==> src/rtl/phase_sequencer_pkg.sv <==
// traffic_pkg: shared interval type, width helper and lamp vector type for the phase sequencer
package traffic_pkg;
  typedef enum logic [1:0] {GREEN, YELLOW, ALL_RED} interval_t;
  typedef logic [3:0] lamp_t;
  function automatic int tick_w(input int n);
    return n > 1 ? $clog2(n) : 1;
  endfunction
endpackage

==> src/rtl/phase_sequencer_if.sv <==
// phase_sequencer_if: sensor inputs and lamp/status outputs of the phase sequencer
// master drives actuated/car_det/ped_btn; slave drives lamps, countdown, phase_idx, sec_tick
interface phase_sequencer_if import traffic_pkg::*; #(
  parameter int NUM_PHASES = 4,
  parameter int TIMER_W = 7
);
  localparam int PW = tick_w(NUM_PHASES);
  logic actuated;
  logic [NUM_PHASES-1:0] car_det, ped_btn, green, yellow, red, walk, hand;
  logic [TIMER_W-1:0] countdown;
  logic [PW-1:0] phase_idx;
  logic sec_tick;
  modport master(
    output actuated, car_det, ped_btn,
    input green, yellow, red, walk, hand, countdown, phase_idx, sec_tick
  );
  modport slave(
    input actuated, car_det, ped_btn,
    output green, yellow, red, walk, hand, countdown, phase_idx, sec_tick
  );
endinterface

==> src/rtl/phase_sequencer_prescaler.sv <==
// sec_prescaler: divides clk by CLK_HZ into a one-cycle seconds tick
// clk, rst_n (async active-low) in; o_sec_tick out, high on the cycle the counter wraps
module sec_prescaler import traffic_pkg::*; #(
  parameter int CLK_HZ = 1000
) (
  input  logic clk,
  input  logic rst_n,
  output logic o_sec_tick
);
  localparam int W = tick_w(CLK_HZ);
  localparam logic [W-1:0] LAST = W'(CLK_HZ - 1);
  logic [W-1:0] r_cnt;
  assign o_sec_tick = r_cnt == LAST;
  always_ff @(posedge clk or negedge rst_n)
    if (!rst_n) r_cnt <= '0;
    else r_cnt <= o_sec_tick ? '0 : r_cnt + 1'b1;
endmodule

==> src/rtl/phase_sequencer.sv <==
// phase_sequencer: N-phase signal controller with clearance intervals, demand latching, skip and rest-in-green
// clk, rst_n (async active-low); bus (slave): actuated/car_det/ped_btn in; lamps, walk/hand, countdown, phase_idx, sec_tick out
module phase_sequencer import traffic_pkg::*; #(
  parameter int NUM_PHASES = 4,
  parameter int CLK_HZ = 1000,
  parameter int TIMER_W = 7,
  parameter int LONG_GREEN = 120,
  parameter int SHORT_GREEN = 60,
  parameter logic [NUM_PHASES-1:0] SHORT_MASK = 4'b1010,
  parameter logic [NUM_PHASES-1:0] WALK_MASK = 4'b0101,
  parameter int YELLOW_TIME = 4,
  parameter int ALLRED_TIME = 2,
  parameter int DEMAND_CUT = 30,
  parameter int PED_CLEAR = 10
) (
  input logic clk,
  input logic rst_n,
  phase_sequencer_if.slave bus
);
  localparam int PW = tick_w(NUM_PHASES);
  interval_t r_state, w_state;
  logic [PW-1:0] r_phase, w_phase, r_idx;
  logic [TIMER_W-1:0] r_rem, w_rem, r_cd, w_cd;
  logic [NUM_PHASES-1:0] r_demand, w_demand, w_act, w_other, w_enter;
  logic [NUM_PHASES-1:0] w_green, w_yellow, w_walk, r_green, r_yellow, r_red, r_walk;
  logic w_tick, w_rest, r_tick;
  // first demanded phase strictly after cur (wrapping to cur itself last); plain successor otherwise
  function automatic logic [PW-1:0] next_phase(
    input logic [PW-1:0] cur,
    input logic [NUM_PHASES-1:0] dem,
    input logic act
  );
    logic [PW-1:0] sel, j;
    sel = PW'((int'(cur) + 1) % NUM_PHASES);
    for (int k = NUM_PHASES; k >= 1; k--) begin
      j = PW'((int'(cur) + k) % NUM_PHASES);
      if (act && dem[j]) sel = j;
    end
    return sel;
  endfunction
  sec_prescaler #(.CLK_HZ(CLK_HZ)) u_pre (.clk(clk), .rst_n(rst_n), .o_sec_tick(w_tick));
  always_comb begin
    w_act = NUM_PHASES'(1) << r_phase;
    w_other = r_demand & ~w_act;
    w_rest = bus.actuated && !(|w_other);
    w_state = r_state;
    w_phase = r_phase;
    w_rem = r_rem;
    if (r_state == GREEN && |w_other && r_rem > TIMER_W'(DEMAND_CUT)) w_rem = TIMER_W'(DEMAND_CUT);
    else if (w_tick && r_rem != '0) w_rem = r_rem - 1'b1;
    else if (w_tick && r_state == GREEN) begin
      w_state = w_rest ? GREEN : YELLOW;
      w_rem = w_rest ? r_rem : TIMER_W'(YELLOW_TIME);
    end else if (w_tick && r_state == YELLOW) begin
      w_state = ALL_RED;
      w_rem = TIMER_W'(ALLRED_TIME);
    end else if (w_tick) begin
      w_state = GREEN;
      w_phase = next_phase(r_phase, r_demand, bus.actuated);
      w_rem = SHORT_MASK[w_phase] ? TIMER_W'(SHORT_GREEN) : TIMER_W'(LONG_GREEN);
    end
    // entering green clears that phase's demand even if it is being requested this very cycle
    w_enter = (r_state == ALL_RED && w_state == GREEN) ? NUM_PHASES'(1) << w_phase : '0;
    w_demand = (r_demand | ((bus.car_det | (bus.ped_btn & WALK_MASK)) & ~(r_state == GREEN ? w_act : '0))) & ~w_enter;
    w_green = r_state == GREEN ? w_act : '0;
    w_yellow = r_state == YELLOW ? w_act : '0;
    w_walk = (r_state == GREEN && r_rem > TIMER_W'(PED_CLEAR)) ? (w_act & WALK_MASK) : '0;
    w_cd = (r_state == GREEN && |(w_act & WALK_MASK)) ? r_rem : '0;
  end
  always_ff @(posedge clk or negedge rst_n)
    if (!rst_n) begin
      r_state <= ALL_RED;
      r_phase <= PW'(NUM_PHASES - 1);
      r_rem <= TIMER_W'(ALLRED_TIME);
      r_demand <= '0;
      r_green <= '0;
      r_yellow <= '0;
      r_red <= '1;
      r_walk <= '0;
      r_cd <= '0;
      r_idx <= PW'(NUM_PHASES - 1);
      r_tick <= 1'b0;
    end else begin
      r_state <= w_state;
      r_phase <= w_phase;
      r_rem <= w_rem;
      r_demand <= w_demand;
      r_green <= w_green;
      r_yellow <= w_yellow;
      r_red <= ~(w_green | w_yellow);
      r_walk <= w_walk;
      r_cd <= w_cd;
      r_idx <= r_phase;
      r_tick <= w_tick;
    end
  assign bus.green = r_green;
  assign bus.yellow = r_yellow;
  assign bus.red = r_red;
  assign bus.walk = r_walk;
  assign bus.hand = ~r_walk;
  assign bus.countdown = r_cd;
  assign bus.phase_idx = r_idx;
  assign bus.sec_tick = r_tick;
endmodule

==> src/flat_wrapper.sv <==
// flat-port wrapper written by rule: the top's interface ports become plain ports
module phase_sequencer_flat import traffic_pkg::*;
#(
  parameter int NUM_PHASES = 4,
  parameter int CLK_HZ = 1000,
  parameter int TIMER_W = 7,
  parameter int LONG_GREEN = 120,
  parameter int SHORT_GREEN = 60,
  parameter logic [NUM_PHASES-1:0] SHORT_MASK = 4'b1010,
  parameter logic [NUM_PHASES-1:0] WALK_MASK = 4'b0101,
  parameter int YELLOW_TIME = 4,
  parameter int ALLRED_TIME = 2,
  parameter int DEMAND_CUT = 30,
  parameter int PED_CLEAR = 10
)
  (clk, rst_n, bus_actuated, bus_car_det, bus_ped_btn, bus_green, bus_yellow, bus_red, bus_walk, bus_hand, bus_countdown, bus_phase_idx, bus_sec_tick);
  phase_sequencer_if #(.NUM_PHASES(NUM_PHASES), .TIMER_W(TIMER_W)) bus_i ();
  input logic clk;
  input logic rst_n;
  input wire logic [$bits(bus_i.actuated)-1:0] bus_actuated;
  input wire logic [$bits(bus_i.car_det)-1:0] bus_car_det;
  input wire logic [$bits(bus_i.ped_btn)-1:0] bus_ped_btn;
  output wire logic [$bits(bus_i.green)-1:0] bus_green;
  output wire logic [$bits(bus_i.yellow)-1:0] bus_yellow;
  output wire logic [$bits(bus_i.red)-1:0] bus_red;
  output wire logic [$bits(bus_i.walk)-1:0] bus_walk;
  output wire logic [$bits(bus_i.hand)-1:0] bus_hand;
  output wire logic [$bits(bus_i.countdown)-1:0] bus_countdown;
  output wire logic [$bits(bus_i.phase_idx)-1:0] bus_phase_idx;
  output wire logic [$bits(bus_i.sec_tick)-1:0] bus_sec_tick;
  assign bus_i.actuated = bus_actuated;
  assign bus_i.car_det = bus_car_det;
  assign bus_i.ped_btn = bus_ped_btn;
  assign bus_green = bus_i.green;
  assign bus_yellow = bus_i.yellow;
  assign bus_red = bus_i.red;
  assign bus_walk = bus_i.walk;
  assign bus_hand = bus_i.hand;
  assign bus_countdown = bus_i.countdown;
  assign bus_phase_idx = bus_i.phase_idx;
  assign bus_sec_tick = bus_i.sec_tick;
  phase_sequencer #(.NUM_PHASES(NUM_PHASES), .CLK_HZ(CLK_HZ), .TIMER_W(TIMER_W), .LONG_GREEN(LONG_GREEN), .SHORT_GREEN(SHORT_GREEN), .SHORT_MASK(SHORT_MASK), .WALK_MASK(WALK_MASK), .YELLOW_TIME(YELLOW_TIME), .ALLRED_TIME(ALLRED_TIME), .DEMAND_CUT(DEMAND_CUT), .PED_CLEAR(PED_CLEAR)) u_core (.clk(clk), .rst_n(rst_n), .bus(bus_i));
endmodule
==> config.mk <==
export PLATFORM = sky130hd
export DESIGN_NAME = phase_sequencer_flat
export DESIGN_NICKNAME = d
export VERILOG_FILES = /design/src/rtl/phase_sequencer_pkg.sv /design/src/rtl/phase_sequencer_if.sv /design/src/rtl/phase_sequencer_prescaler.sv /design/src/rtl/phase_sequencer.sv /design/src/flat_wrapper.sv
export SDC_FILE = /design/constraint.sdc
export NUM_CORES = 1
export LEC_CHECK = 0
export CORE_MARGIN = 2
export CORE_UTILIZATION = 48
export CTS_CLUSTER_DIAMETER = 60
export CTS_CLUSTER_SIZE = 25
export DETAILED_ROUTE_END_ITERATION = 8
export PLACE_DENSITY = 0.76
export SLEW_MARGIN = 20
export SYNTH_ARGS = -nofsm -noshare
export SYNTH_HDL_FRONTEND = slang
export SYNTH_HIERARCHICAL = 1
export SYNTH_SLANG_ARGS = --single-unit
==> constraint.sdc <==
create_clock -name clk -period 2.7 [get_ports clk]
set_input_delay 0.27 -clock clk [delete_from_list [all_inputs] [get_ports clk]]
set_output_delay 0.27 -clock clk [all_outputs]
set_load 0.005 [all_outputs]
After elaboration in Yosys (flattened, before gate mapping)
Index checks and enable logic that the tools add are counted.
{ "op_classes": {"n_addsub": 6, "n_lt_le_gt_ge": 7, "eq_ne": 4, "shift": 2, "n_mux": 43, "bitwise_logic": 11, "n_reduce_logical": 21} }
{ "ops": {"columns": ["operator", "n"], "rows": [
  ["$mux 7", 8],
  ["$mux 2", 19],
  ["$not 4->4", 5],
  ["$lt 2x3->1 const B", 5],
  ["$logic_and 1x1->1", 13],
  ["$and 4x4->4", 3],
  ["$mux 4", 3],
  ["$add 10x1->10 const B", 1],
  ["$bmux 1 s2", 5],
  ["$eq 10x10->1 const B", 1],
  ["$mux 10", 1],
  ["$or 4x4->4", 2],
  ["$shl 1x2->4 const A", 2],
  ["$gt 7x4->1 const B", 1],
  ["$gt 7x5->1 const B", 1],
  ["$reduce_bool 7->1", 1],
  ["$sub 7x1->7 const B", 1],
  ["$mux 1", 6],
  ["$reduce_bool 5->1", 1],
  ["$add 2x1->2 const B", 2],
  ["$add 2x2->2 const B", 2],
  ["$logic_not 2->1", 2],
  ["$ne 4x4->1 const B", 1],
  ["$or 4x3->4", 1],
  ["7 further kinds", 7]
]} }
{ "word_totals": {"reg_bits": 51, "input_bits": 11, "output_inout_bits": 30, "elab_cells": 106} }

Longest topological paths before layout
Gate-level depths: netlist of run 1.
{ "logic_depth": {"depth_word": 22, "depth_mapped": 10, "ltp_nobuf": 9} }

Hierarchy
The synthesis of run 1 kept the hierarchy.
{ "by_module_without_submodules": {"columns": ["module", "n_inst", "cells_per_inst", "area_per_inst_um2", "seq_area_each_um2"], "rows": [
  ["phase_sequencer", 1, 195, 2050.7, 988.4],
  ["sec_prescaler", 1, 43, 483.0, 250.2]
]} }

Worst setup path after synthesis of run 1
No wires, ideal clock.
{ "synth_timing": {"path_kind": "register to register", "from": "register u_core.r_phase[0]", "to": "register u_core.r_demand[2]", "setup_time_ns": 0.121, "arrival_time_ns": 2.493, "t_required_ns": 2.579, "path_slack_ns": 0.085, "stages_incl_launch_ff": 9, "n_path_buf": 1, "synth_period_minus_slack_ns": 2.615, "path_cell_list": "dfstp_2 -> buf_4 -> inv_1 -> ha_1 -> mux4_2 -> nand2b_4 -> mux2_4 -> and2_4 -> o22a_1"} }
{ "synth_between": {"elab_chain_cells": 22, "word_cells_on_any_way": 52, "cone_classes": "4 x add/sub; 2 x shift; 28 x mux; 7 x bitwise; 11 x reduce/logical"} }
{ "synth_rtl": {"columns": ["item", "line", "text"], "rows": [
  ["start: declaration", "phase_sequencer.sv:22", "logic [PW-1:0] r_phase, w_phase, r_idx;"],
  ["start signal: assignment", "phase_sequencer.sv:73", "r_phase <= PW'(NUM_PHASES - 1);"],
  ["start signal: assignment", "phase_sequencer.sv:85", "r_phase <= w_phase;"],
  ["$add 2x1->2", "phase_sequencer.sv:36", "j = PW'((int'(cur) + k) % NUM_PHASES);"],
  ["$bmux 1 s2", "phase_sequencer.sv:37", "if (act && dem[j]) sel = j;"],
  ["$mux 1 (implied by the code)", "phase_sequencer.sv:37", null],
  ["$logic_and 1x1->1", "phase_sequencer.sv:37", null],
  ["$mux 2 (4 in a row)", "phase_sequencer.sv:37", null],
  ["$mux 2", "phase_sequencer.sv:57", "end else if (w_tick) begin"],
  ["$mux 2", "phase_sequencer.sv:54", "end else if (w_tick && r_state == YELLOW) begin"],
  ["$mux 2", "phase_sequencer.sv:51", "else if (w_tick && r_state == GREEN) begin"],
  ["[4 not listed]", null, null],
  ["$mux 2", "phase_sequencer.sv:51", null],
  ["$mux 2", "phase_sequencer.sv:50", "else if (w_tick && r_rem != '0) w_rem = r_rem - 1'b1;"],
  ["$mux 2", "phase_sequencer.sv:49", "if (r_state == GREEN && |w_other && r_rem > TIMER_W'(DEMAND_CUT)) w_rem = TIMER_W'(DEMAND_CUT);"],
  ["$shl 1x2->4", "phase_sequencer.sv:63", "w_enter = (r_state == ALL_RED && w_state == GREEN) ? NUM_PHASES'(1) << w_phase : '0;"],
  ["$mux 4", "phase_sequencer.sv:63", null],
  ["$not 4->4", "phase_sequencer.sv:64", "w_demand = (r_demand | ((bus.car_det | (bus.ped_btn & WALK_MASK)) & ~(r_state == GREEN ? w_act : '0))) & ~w_en ..."],
  ["$and 4x4->4 *", "phase_sequencer.sv:64", null],
  ["named net u_core.w_demand[2]", "phase_sequencer.sv:24", "logic [NUM_PHASES-1:0] r_demand, w_demand, w_act, w_other, w_enter;"],
  ["end signal: assignment", "phase_sequencer.sv:87", "r_demand <= w_demand;"],
  ["end: declaration", "phase_sequencer.sv:24", null]
]} }
The timed path passes the listed nets; every way through them passes the cells marked *. The select of a mux whose other input is x is not followed.
A chain may end at the register's enable or synchronous reset.

Worst setup path in the final report of run 1
{ "layout_timing": {"from": "register u_core.r_phase[0]", "to": "register u_core.r_demand[0]"} }
Same word-level chain as after synthesis.

==> results.cfg, run 1 <==
[outcome]
status = complete, but fails checks
violations = hold timing

[power]
combPwrFrac_pct = 5.8
peakVddDrop_mv = 0.291
p_clk_share_pct = 38.9
p_sw_share_pct = 20.9
switching_power_mw = 0.285
p_leak_nw = 1.33
internal_power_mw = 1.08
powerDensity_nw_per_um2 = 447
seq_power_share_pct = 55.3

[clocking]
cts_tree = built
numCtsBuffers = 5
post-cts-setup-buffer-count = 0
h-tree-depth = 2
cts_root_buf = clkbuf_8
clockBufferDepth = 2
clkSinkCount = 49
clkTransAtPathRegs_ns = 0.09
worstSkewPairLatency_ns = 0.30

[logic_synthesis]
synthArstFlopShare_pct = 100
ys_seq_elements = 49
syn_area_sq_um = 2530
synth_top_flop_cell = dfrtp_1
yosys-top-cells-area = dfrtp_1 (39%), dfstp_2 (10%), ha_1 (4.0%), nor2_1 (3.6%), a21oi_1 (2.8%)
synth_top_area_share_pct = 38.5
yosysWarnings = 6
netlist_instances = 238
synth_cell_type_count = 62
syn_area_per_cell_sq_um = 10.6
yosysSeqAreaShare_pct = 48.9
synth_edf_count = 0
yosysTopAreaCell = dfrtp_1

[floorplan]
dieArea_sq_um = 5880
rows = 26
coreArea_sq_um = 5110
io_pins = 41
die_x_microns = 76.7
die_y_microns = 76.7
start_util_pct = 49.6

[grt]
antenna_found_initial = 0
grt_remaining_overflow = 0
grt_pass1_vias = 1814
grt_max_degree = 50
grtUsageTotal_pct = 18.8
grt_pass1_wl_mm = 8.78

[job]
cap_violations = 0

[sta]
timing.final.ws_setup_ns = 0.246
worstMarginPinSlew_ns = 0.587
fin_crit_ns = 2.45
max_freq_ghz = 0.408
drv_slew = 0
holdWs_ns = -0.0309
hold_viol = 39
relSlewSlack_pct = 60.9
final-setup-viol-count = 0
final.setup_skew_ns = 0.0111
rsz0062_at_grt = no
finalSetupTns_ns = 0
fin_crit_sh_pct = 90.9

[drt]
dr_wl_met3_microns = 262
detail_route.vias_per_cell = 5.32
drc = 0
first_pass_iters = 5
wl_met2_mm = 2.41
routed_wl_mm = 5.01
antenna_left = 0
vias = 1853
top_layer = met4
wl_met1_mm = 2.27
wl_per_cell_microns = 14.4
first_iter_violations = 152

[worst_setup_path]
worstPathMaxFanout = 6
cpLargestDelayFamily = multiplexers
cp_cell_sequence = inv_1, ha_1, mux4_2, nand2b_4, mux2_4, and2_4, o22a_1
cpPeakStageDelay_ns = 0.55
cp_slowest_cell = dfstp_2
cp-start-kind = register
critical_path_buf_inv_count = 1
worstPathRequired_ns = 2.90
end_kind = register
crit_type = reg -> reg
crit_arrival_ns = 2.65

[final_layout]
final_nets = 296
num_antenna_cells = 0
drive_gt1_share_pct = 15.1
regArea_sq_um = 1240
design_area_sq_um = 3060
area_growth_pct = 20.6
n_fill_cell = 439
multi_input_area_sq_um = 1190
final_cells = 348

[placed_design]
dp_hpwl_mm = 3.53
post-place-ws_ns = 0.258
dp.cells = 340
port_buffers = 34
gp_congestion = 0.860
dpl_cell_area_sq_um = 2940

[worst_hold_path]
hold_path_class = in -> async
-- cell usage after synthesis (3+ instances only) --
cell type   n
dfrtp_1    39
nor2_1     24
inv_1      15
a21oi_1    14
nand3_1    11
dfstp_2    10
nand2_1     9
nor2b_1     9
ha_1        8
and2_1      7
nand2b_1    6
and3_1      5
buf_4       5
nor3_1      4
a21o_1      3
a31oi_1     3
mux2i_1     3
nor3_2      3
o22a_1      3
xnor2_1     3
xor2_1      3
-- worst reg2reg max path: stages, from the launching register on --
cell and delay (ns):
dfstp_2 0.55, inv_1 0.06, ha_1 0.39, mux4_2 0.53, nand2b_4 0.16, mux2_4 0.32
and2_4 0.16, o22a_1 0.20
-- cell usage in the layout (no fill, tap or decap), types with 8 or more instances in the layout --
master,synthesis,layout
dfrtp_1,39,39
nor2b_1,9,9
inv_1,15,15
clkdlybuf4s50_1,0,33
a21oi_1,14,14
nand2_1,9,9
nor2_1,24,24
ha_1,8,8
dfstp_2,10,10
nand3_1,11,11
-- timing repair --
| action | 4_1_cts | 5_1_grt |
|---|---|---|
| hold buffers | 0 | 0 |
| setup endpoints to repair | 0 | 1 |
| gates resized for setup | 0 | 1 |
| endpoints found under the hold margin | 0 | 0 |
-- metal layers --
metal	vias to the layer above	GRT usage [%]
met5	-	0
met3	7	4.35
li1	905	-
met4	0	6.00
met1	877	25.4
met2	64	30.4
-- state kept, by name, summed over array words and instances, names as in the netlist --
| name | count |
|---|---|
| u_core/bus.phase_idx | 2 |
| u_core/r_rem | 7 |
| u_core/bus.yellow | 4 |
| u_core/u_pre/r_cnt | 10 |
| u_core/r_phase | 2 |
| u_core/r_state | 2 |
| u_core/bus.countdown | 7 |
| u_core/bus.green | 4 |
| u_core/bus.red | 4 |
| u_core/r_demand | 4 |
| u_core/bus.walk | 2 |
| u_core/bus.sec_tick | 1 |
-- per-stage QoR --
stage | total power [mW] | utilization (%)
after floorplan | 0.805 | -
final | 1.37 | 59.8
after global placement | 0.845 | 57.5
after detailed placement | 0.847 | 57.5
after global routing | 1.42 | 59.8
after CTS | 1.38 | 59.8
-- cell type report --
class / count / share of cell area [%]
inverters: 15 / 1.84
flip-flops and latches: 49 / 40.5
multi-input cells: 168 / 38.9
clock inverters: 1 / 0.982
clock buffers: 7 / 2.82
repair buffers: 38 / 12.0
well taps: 70 / 2.87
-- final timing paths --
path,endpoint,slack (ns),startpoint,cells past startpoint
max,u_core/r_demand[0]$_DFF_PN0_,0.25,u_core/r_phase[0]$_DFF_PN1_,7
max reg2reg,u_core/r_demand[0]$_DFF_PN0_,0.25,u_core/r_phase[0]$_DFF_PN1_,7
max in group asynchronous,u_core/r_rem[5]$_DFFE_PN0P_,2.33,rst_n,1
min reg2reg,u_core/u_pre/r_cnt[0]$_DFF_PN0_,0.51,u_core/u_pre/r_cnt[0]$_DFF_PN0_,1
min,u_core/bus.green[3]$_DFF_PN0_,-0.03,rst_n,1
min in group clk,u_core/u_pre/r_cnt[0]$_DFF_PN0_,0.51,u_core/u_pre/r_cnt[0]$_DFF_PN0_,1
-- kinds of logic after synthesis --
| group | share of synthesized area [%] |
|---|---|
| AND/OR/NAND/NOR | 20.7 |
| AO/OA/AOI/OAI | 15.0 |
| flip-flops | 48.9 |
| buffers and inverters | 4.49 |
| adder cells (fa/ha/maj) | 3.95 |
| multiplexers | 4.59 |
| XOR/XNOR | 2.07 |
| other | 0.296 |
-- power groups by stage --
stage / registers (mW) / logic, mW / clock network [mW]
final: 0.756 / 0.0788 / 0.531
after global routing: 0.757 / 0.0884 / 0.578
after CTS: 0.755 / 0.0793 / 0.548
after detailed placement: 0.769 / 0.0778 / 0
after global placement: 0.769 / 0.0765 / 0
after floorplan: 0.768 / 0.0373 / 0
No activity file was read; power rests on OpenSTA's default activity.
==> inputs of run 2 (changes only) <==
Settings changed: CORE_UTILIZATION 48 to 50, PLACE_DENSITY 0.76 to 0.75.
Clock period 2.7 ns to 2.5 ns, I/O delays scaled along.
==> run 2 against run 1 <==
Net effect:
- worst hold slack gained 0.061 ns
- sequential share of layout area is essentially flat
- design area is essentially flat
- the flow now finishes without violations
- combinational power grew 6.6%
- total power shrank 0.87%
- clock power shrank 15%
- flip-flop and latch count is the same
- register-to-register slack lost 0.12 ns
- largest cell class unchanged
- non-clock buffer count grew 3
- clock-buffer cell count is the same
- die area shrank 3.8%
==> results.cfg, run 2 (synthesized netlist as in run 1, its figures left out) <==
[outcome]
status = finished clean

[worst_hold_path]
hold_path_class = in -> async

[worst_setup_path]
cpPeakStageDelay_ns = 0.54
cpLargestDelayFamily = compound AO/OA/AOI/OAI gates
worstPathMaxFanout = 14
cp_cell_sequence = buf_4, ha_1, inv_1, a2111oi_4, nor3_4, a2111oi_0, a21oi_1
cp-start-kind = register
r2r_start = u_core/r_phase[0]$_DFF_PN1_
cp_slowest_cell = dfstp_2
worst-r2r-setup-slack_ns = 0.13
crit_arrival_ns = 2.58
rr_endpoint = u_core/r_rem[1]$_DFFE_PN1P_
end_kind = register
worst_r2r_path_depth = 7
critical_path_buf_inv_count = 2
crit_type = reg -> reg
worstPathRequired_ns = 2.71

[grt]
grt_pass1_wl_mm = 7.92
grt_remaining_overflow = 0
grt_pass1_vias = 1718
grtUsageTotal_pct = 18.5
antenna_found_initial = 0
grt_max_degree = 50

[clocking]
h-tree-depth = 2
worstSkewPairLatency_ns = 0.30
clkTransAtPathRegs_ns = 0.09
cts_tree = built
clockBufferDepth = 2
numCtsBuffers = 5
clkSinkCount = 49
cts_root_buf = clkbuf_8

[power]
powerDensity_nw_per_um2 = 443
p_leak_nw = 1.32
combPwrFrac_pct = 6.2
p_clk_share_pct = 33.5
internal_power_mw = 1.04
seq_power_share_pct = 60.3
peakVddDrop_mv = 0.297
switching_power_mw = 0.313
p_sw_share_pct = 23.1
finalPower_mw = 1.35

[sta]
fin_crit_sh_pct = 95.0
finalSetupTns_ns = 0
relSlewSlack_pct = 60.6
hold_viol = 0
worstMarginPinSlew_ns = 0.591
final-setup-viol-count = 0
holdWs_ns = 0.0299
final.setup_skew_ns = 0.00566
drv_slew = 0
fin_crit_ns = 2.37
max_freq_ghz = 0.421
timing.final.ws_setup_ns = 0.126
rsz0062_at_grt = no

[final_layout]
layout_common_cells = dfrtp_1 (39), clkdlybuf4s50_1 (33), nor2_1 (24)
layout_commonest_cell = dfrtp_1
num_antenna_cells = 0
largest-register = u_core/u_pre/r_cnt
n_fill_cell = 425
design_area_sq_um = 3060
drive_gt1_share_pct = 16.0
area_growth_pct = 20.7
final_nets = 299
post-route-util_pct = 63.5
largest_reg_flops = 10
final_cells = 348

[floorplan]
coreArea_sq_um = 4820
io_pins = 41
dieArea_sq_um = 5650
start_util_pct = 52.6
rows = 25
die_y_microns = 75.2
die_x_microns = 75.2

[drt]
vias = 1873
drc = 0
routed_wl_mm = 4.65
first_pass_iters = 4
first_iter_violations = 82
antenna_left = 0
detail_route.vias_per_cell = 5.38
wl_per_cell_microns = 13.4

[job]
cap_violations = 0

[placed_design]
gp_congestion = 0.933
post-place-ws_ns = 0.154
dp_hpwl_mm = 3.40
dpl_cell_area_sq_um = 2970
dp.cells = 340
port_buffers = 34
[run 2: per-layer routing]
metal | share of wire, % | vias to the layer above | GRT usage, %
li1 | - | 919 | -
met1 | 47 | 894 | 25.9
met2 | 46 | 48 | 27.6
met3 | 5.2 | 12 | 4.15
met4 | 2.1 | 0 | 8.58
met5 | 0 | - | 0
[run 2: area by class of cell]
type | instances | area (sq um) | area share [%]
repair buffers | 41 | 388 | 12.7
flip-flops and latches | 49 | 1240 | 40.5
well taps | 67 | 83.8 | 2.74
multi-input cells | 168 | 1210 | 39.5
clock buffers | 7 | 76.3 | 2.50
clock inverters | 1 | 7.51 | 0.245
inverters | 15 | 56.3 | 1.84
[run 2: how the worst max path moves through the flow]
stage                                   end  cells after the start  slack (ns)                        start
2_1_floorplan  u_core/r_demand[2]$_DFF_PN0_                      8       -0.04  u_core/r_phase[0]$_DFF_PN1_
3_3_place_gp   u_core/r_demand[0]$_DFF_PN0_                      7        0.20  u_core/r_phase[1]$_DFF_PN1_
3_5_place_dp    u_core/r_rem[1]$_DFFE_PN1P_                      7        0.15  u_core/r_phase[0]$_DFF_PN1_
4_1_cts         u_core/r_rem[1]$_DFFE_PN1P_                      7        0.16  u_core/r_phase[0]$_DFF_PN1_
5_1_grt         u_core/r_rem[3]$_DFFE_PN0P_                      7        0.01  u_core/r_phase[0]$_DFF_PN1_
6_report        u_core/r_rem[1]$_DFFE_PN1P_                      7        0.13  u_core/r_phase[0]$_DFF_PN1_
[run 2: repair_timing]
action / 4_1_cts / 5_1_grt
hold endpoints to repair: 0 / 0
setup endpoints to repair: 0 / 1
setup buffers: 0 / 0
hold buffers: 0 / 0
gates resized for setup: 0 / 1
[run 2: worst reg2reg max path: stages, from the launching register on]
cell and delay [ns]:
dfstp_2 0.54, buf_4 0.20, ha_1 0.23, inv_1 0.08
a2111oi_4 0.51, nor3_4 0.13, a2111oi_0 0.51, a21oi_1 0.08
[run 2: power groups by stage]
stage | registers [mW] | logic [mW] | clock network (mW)
after floorplan | 0.829 | 0.0403 | 0
after global placement | 0.831 | 0.0830 | 0
after detailed placement | 0.830 | 0.0846 | 0
after CTS | 0.816 | 0.0848 | 0.470
after global routing | 0.818 | 0.0963 | 0.499
final | 0.816 | 0.0840 | 0.454
